## config.mk

```make
export PLATFORM = sky130hd
export DESIGN_NAME = fetch_pc_unit
export DESIGN_NICKNAME = d
export VERILOG_FILES = /design/src/rtl/fetch_pc_unit.sv
export SDC_FILE = /design/constraint.sdc
export NUM_CORES = 1
export LEC_CHECK = 0
export CAP_MARGIN = 0
export CORE_MARGIN = 3
export CORE_UTILIZATION = 30
export CTS_CLUSTER_DIAMETER = 150
export DETAILED_ROUTE_END_ITERATION = 10
export PLACE_DENSITY_LB_ADDON = 0.2
export SLEW_MARGIN = 10
export SYNTH_ARGS = -nofsm -noshare
export SYNTH_HDL_FRONTEND = slang
export SYNTH_SLANG_ARGS = --single-unit
```

## constraint.sdc

```tcl
create_clock -name clk -period 6.9 [get_ports clk]
set_clock_uncertainty 0.1 [all_clocks]
set_input_delay 0.69 -clock clk [delete_from_list [all_inputs] [get_ports clk]]
set_output_delay 0.69 -clock clk [all_outputs]
set_load 0.01 [all_outputs]
```

## src/rtl/fetch_pc_unit.sv

```systemverilog
// Fetch stage: owns the PC, fetches one instruction at a time over a ready-based
// imem handshake, holds it for the control unit and steers the PC on acknowledge.
module fetch_pc_unit #(
    parameter int unsigned          XLEN     = 32,
    parameter logic [XLEN-1:0]      RESET_PC = '0
) (
    input  logic            clk,
    input  logic            reset,
    output logic            imem_req,
    output logic [XLEN-1:0] imem_addr,
    input  logic            imem_ready,
    input  logic [31:0]     imem_rdata,
    output logic [31:0]     inst,
    output logic            inst_valid,
    input  logic            inst_ack,
    input  logic            is_jal,
    input  logic            is_jalr,
    input  logic            branch,
    input  logic            bcond,
    input  logic            is_halted,
    input  logic [XLEN-1:0] imm,
    input  logic [XLEN-1:0] rs1_data,
    output logic [XLEN-1:0] pc,
    output logic [XLEN-1:0] pc_plus4,
    output logic            halted,
    output logic [31:0]     retired_cnt
);

    localparam logic [1:0] ST_FETCH = 2'd0;
    localparam logic [1:0] ST_EXEC  = 2'd1;
    localparam logic [1:0] ST_HALT  = 2'd2;

    localparam logic [XLEN-1:0] PC_STEP   = XLEN'(4);
    localparam logic [XLEN-1:0] JALR_MASK = ~(XLEN'(1));

    logic [1:0]      r_state;
    logic [1:0]      w_state_nxt;
    logic [XLEN-1:0] r_pc;
    logic [31:0]     r_inst;
    logic            r_halted;
    logic [31:0]     r_retired_cnt;

    logic [XLEN-1:0] w_pc_plus4;
    logic [XLEN-1:0] w_pc_rel;
    logic [XLEN-1:0] w_jalr_tgt;
    logic [XLEN-1:0] w_next_pc;
    logic            w_fetch_done;
    logic            w_retire;

    assign w_pc_plus4 = r_pc + PC_STEP;
    assign w_pc_rel   = r_pc + imm;
    assign w_jalr_tgt = (rs1_data + imm) & JALR_MASK;

    assign w_fetch_done = (r_state == ST_FETCH) && imem_ready;
    assign w_retire     = (r_state == ST_EXEC) && inst_ack;

    // Next-PC select; jalr outranks jal, which outranks a taken branch.
    always_comb begin
        w_next_pc = w_pc_plus4;
        if (is_jalr) begin
            w_next_pc = w_jalr_tgt;
        end else if (is_jal) begin
            w_next_pc = w_pc_rel;
        end else if (branch && bcond) begin
            w_next_pc = w_pc_rel;
        end else begin
            w_next_pc = w_pc_plus4;
        end
    end

    // Fetch/exec/halt sequencing.
    always_comb begin
        w_state_nxt = r_state;
        case (r_state)
            ST_FETCH: begin
                if (imem_ready) begin
                    w_state_nxt = ST_EXEC;
                end else begin
                    w_state_nxt = ST_FETCH;
                end
            end
            ST_EXEC: begin
                if (inst_ack && is_halted) begin
                    w_state_nxt = ST_HALT;
                end else if (inst_ack) begin
                    w_state_nxt = ST_FETCH;
                end else begin
                    w_state_nxt = ST_EXEC;
                end
            end
            ST_HALT: begin
                w_state_nxt = ST_HALT;
            end
            default: begin
                w_state_nxt = ST_FETCH;
            end
        endcase
    end

    // State register.
    always_ff @(posedge clk or negedge reset) begin
        if (!reset) begin
            r_state <= ST_FETCH;
        end else begin
            r_state <= w_state_nxt;
        end
    end

    // Instruction register captures only on a completed fetch.
    always_ff @(posedge clk or negedge reset) begin
        if (!reset) begin
            r_inst <= 32'd0;
        end else if (w_fetch_done) begin
            r_inst <= imem_rdata;
        end else begin
            r_inst <= r_inst;
        end
    end

    // PC and retirement counter advance together on acknowledge.
    always_ff @(posedge clk or negedge reset) begin
        if (!reset) begin
            r_pc          <= RESET_PC;
            r_retired_cnt <= 32'd0;
        end else if (w_retire) begin
            r_pc          <= w_next_pc;
            r_retired_cnt <= r_retired_cnt + 32'd1;
        end else begin
            r_pc          <= r_pc;
            r_retired_cnt <= r_retired_cnt;
        end
    end

    // Sticky halt flag.
    always_ff @(posedge clk or negedge reset) begin
        if (!reset) begin
            r_halted <= 1'b0;
        end else if (w_retire && is_halted) begin
            r_halted <= 1'b1;
        end else begin
            r_halted <= r_halted;
        end
    end

    // Request is gated by reset so it drops at once when reset asserts mid-fetch.
    assign imem_req    = (r_state == ST_FETCH) && reset;
    assign imem_addr   = r_pc;
    assign inst        = r_inst;
    assign inst_valid  = (r_state == ST_EXEC);
    assign pc          = r_pc;
    assign pc_plus4    = w_pc_plus4;
    assign halted      = r_halted;
    assign retired_cnt = r_retired_cnt;

endmodule

```

======== After elaboration in Yosys (flattened, before gate mapping) ========
Index checks and enable logic that the tools add are counted.
storage, ports and cells
  input bits .............................. 105
  output and inout bits ................... 163
  register bits ........................... 99
  logic and storage cells ................. 25
operators by class
  eq/ne operators ......................... 2
  multiplexer cells ....................... 7
  reduce and logical (&&, ||, !) cells .... 7
  add/subtract/negate cells ............... 4
operators by type and width
  operator                                                                count
  32-bit two-way mux                                                      3
  32-bit adder                                                            2
  32-bit by 1-bit adder with 32-bit output (second input constant)        1
  32-bit by 3-bit adder with 32-bit output (second input constant)        1
  1-bit logical AND                                                       6
  2-bit one-hot mux with 3 select lines                                   1
  2-bit by 1-bit equality test with 1-bit output (second input constant)  1
  2-bit equality test (second input constant)                             1
  2-bit logical NOT                                                       1
  1-bit two-way mux                                                       2
  2-bit two-way mux                                                       1

======== Logic depth before layout (Yosys ltp) ========
  depth after elaboration ................. 4
  gate-level depth with buffers ........... 12
  depth with buffers taken out ............ 12

======== Worst setup path before layout ========
No wires, ideal clock.
  path kind ............................... input to register
  start point ............................. input port imm[18]
  end point ............................... register r_pc[27] (netlist: imem_addr[27])
  cell stages on the path ................. 11
  path buffers ............................ 1
  data arrival time ....................... 3.045 ns
  required time ........................... 6.696 ns
  setup time .............................. 0.104 ns
  path slack .............................. 3.651 ns
  cell sequence ........................... ha_1 -> clkbuf_2 -> and3_1 -> and2_1 -> a221o_1 -> o21a_1 -> a311o_1 -> a21o_1 -> a31oi_1 -> xor2_1 -> a221oi_1
on the way
  word-level cells in the longest chain between the ends .. 4
  elaborated cells on any way between the ends .. 5
  those cells by class .................... add/sub: 2; mux: 3
RTL lines
  item                  line  source
  from (decl)           21    input logic [XLEN-1:0] imm,
  32-bit adder          51    assign w_pc_rel = r_pc + imm;
  32-bit two-way mux    64    end else if (branch && bcond) begin
  32-bit two-way mux    62    end else if (is_jal) begin
  32-bit two-way mux *  60    if (is_jalr) begin
  to (signal assigned)  126   r_pc <= w_next_pc;
  to (signal assigned)  129   r_pc <= r_pc;
  to (decl)             38    logic [XLEN-1:0] r_pc;
Every way passes the cells marked *; elsewhere a longest branch is shown, timed or not.
A chain may end at the register's enable or synchronous reset.

======== Final worst setup path ========
  start point ............................. register r_pc[7] (netlist: imem_addr[7])
  end point ............................... output port pc_plus4[29]
on the way
  word-level cells in the longest chain between the ends .. 1
RTL lines
  item                                      line  source
  32-bit by 3-bit adder with 32-bit output  50    assign w_pc_plus4 = r_pc + PC_STEP;
  to (decl)                                 24    output logic [XLEN-1:0] pc_plus4,
Every way passes these cells.

==> impl_metrics.toml <==
[run_status]
outcome = "finished clean"

[power_and_ir_drop]
ir_drop_v = 0.000129
p_leak_nw = 4.81
power.density_nw_per_um2 = 367

[job]
cap_viol_max_count = 0

[routing]
post_drt_wl_per_cell_um = 18.7
vias_per_cell = 5.25
drc = 0
drt_iter0_markers = 419
vias = 8465
postRouteWirelength_mm = 30.2
drt-pass1-iter-count = 5
ant_nets = 0

[synth]
synthTopCellsByArea = "dfrtp_1, ha_1, xnor2_1"
yosysSeqAreaShare = 0.288
ys_ff_latch = 99
yosysTopAreaCellShare = 0.288
synth_common_cells = "nand2_1, dfrtp_1, a21oi_1"
synth_nets = 1182
synthDistinctLibCells = 64
yosysWarnings = 0
syn_area_um2 = 8590
yosysMostFrequentCell = "nand2_1"
synth_top_cell_by_area = "dfrtp_1"
synthesis.instances = 1012
synth_ff_type = "dfrtp_1"
async_flop_share = 1.00
synth_edf_count = 0
syn_avg_cell_area_um2 = 8.49

[cells_and_area]
drive_above_1_share = 0.0608
fin_util = 0.418
area_growth_pct = 36.2
nets = 1399
n_antenna_cell = 0

[clock_network]
clk_latency_ns = 0.35
clkSinkCount = 99
postCtsHoldBufs = 0
numCtsBuffers = 9
clk_pin_slew_ns = 0.09
post-cts-setup-buffers = 0
tritoncts = "done"
post_cts_resized = 0
root_buffer = "clkbuf_16"
h-tree-depth = 3
clk_path_buf_depth = 2

[sta]
max_slew.worst_pin.slew_ns = 0.905
setup_viol = 0
period_share = 0.612
final.setup.tns_ns = 0
hold_violations = 0
fmax_ghz = 0.237
final_max_slew_viol_count = 0
rsz0062_at_grt = "no"
slew_headroom = 0.392
min_period_ns = 4.22

[floorplan]
core_area_um2 = 28000
die_w_um = 175
row_count = 61
die_y_um = 175
ios = 268
initial_utilization = 0.307
dieArea_um2 = 30700

[hold_path]
min_path_type = "input port to async pin"

[setup_path]
worstPathArrival_ns = 3.43
cp_max_fo = 9
start_kind = "flip-flop"
end_kind = "output pin"
crit_type = "flip-flop to output pin"
required_ns = 6.11

[place]
hpwlAfterDp_mm = 23.7
place_congestion = 0.912
portBuffers = 267

[global_route]
grt_pass1_vias = 8132
globalRouteOverflowTotal = 0
grt_pass1_wl_mm = 46.3
grt_max_degree = 56
gr-usage-all-layers = 0.191
antenna_found_initial = 0
[power breakdown]
part	total [mW]	switching [mW]	internal (mW)
clock	0.523	0.260	0.263
sequential	1.09	0.312	0.781
combinational	2.68	1.30	1.38
total	4.29	1.87	2.42
[worst paths after layout]
kind / end / cells after the start / startpoint / slack, ns
setup / recovery: pc_plus4[29] / 6 / imem_addr[7] / 2.68
min in group clk: halted / 1 / halted / 0.37
hold / removal: inst[29] / 1 / reset / 0.28
hold reg to reg: halted / 1 / halted / 0.37
max in group asynchronous: inst[2] / 2 / reset / 5.24
setup reg to reg: imem_addr[27] / 10 / imem_addr[2] / 3.42
[cell families (layout without fill, tap and decap cells)]
group                    Yosys count  after routing  synth area share
XOR/XNOR                         110            110             0.112
AO/OA/AOI/OAI                    286            286             0.215
multiplexers                      35             35            0.0454
flip-flops                        99             99             0.288
AND/OR/NAND/NOR                  332            332             0.190
adder cells (fa/ha/maj)           65             65            0.0964
buffers and inverters             85            307            0.0526
[cell type report]
type	count	area, µm²
Clock buffer	10	239
Timing Repair Buffer	274	2720
Inverter	17	63.8
Multi-Input combinational cell	828	5670
Clock inverter	6	55.1
Fill cell	2848	16300
Sequential cell	99	2480
Tap cell	378	473
[worst max-delay path, stage by stage (launching register included)]
cell,delay [ns]
dfrtp_1,0.55
and4_1,0.33
nand4_1,0.26
nor3_1,0.82
and2_1,0.30
xor2_1,0.22
clkdlybuf4s50_1,0.59
[per-layer routing]
metal | vias up | part of all wire | GRT usage
li1 | 4118 | - | -
met1 | 3970 | 0.46 | 0.265
met2 | 341 | 0.45 | 0.309
met3 | 36 | 0.073 | 0.0337
met4 | 0 | 0.017 | 0.0432
met5 | - | 0 | 0
[cells in the final DEF (no fill, tap or decap), types with 14 or more instances in the layout]
cell type,n
inv_1,17
o21ai_0,67
nand4_1,22
and3_1,14
nand2_1,105
xnor2_1,62
ha_1,63
a21oi_1,82
nand3_1,33
a21o_1,25
nor3_1,14
mux2_2,32
xor2_1,48
a211oi_1,22
clkdlybuf4s50_1,266
dfrtp_1,99
nor2_1,74
[per-stage QoR]
stage                     instance area [µm²]  cells  hold WS [ns]  setup WS (ns)  power [mW]
after global routing                    11700   1612         0.315           2.58        4.59
after CTS                               11700   1612         0.297           2.69        4.32
after detailed placement                11400   1596         0.359           2.76        3.77
after floorplan                          8590   1012         0.294           3.65        2.61
final                                   11700   1612         0.277           2.68        4.29
after global placement                  11400   1596         0.349           2.84        3.76
[flip-flops by register name, summed over array words and instances (netlist names)]
register / cells
r_state: 2
inst: 32
halted: 1
imem_addr: 32
retired_cnt: 32
(Power assumes the default switching activity.)
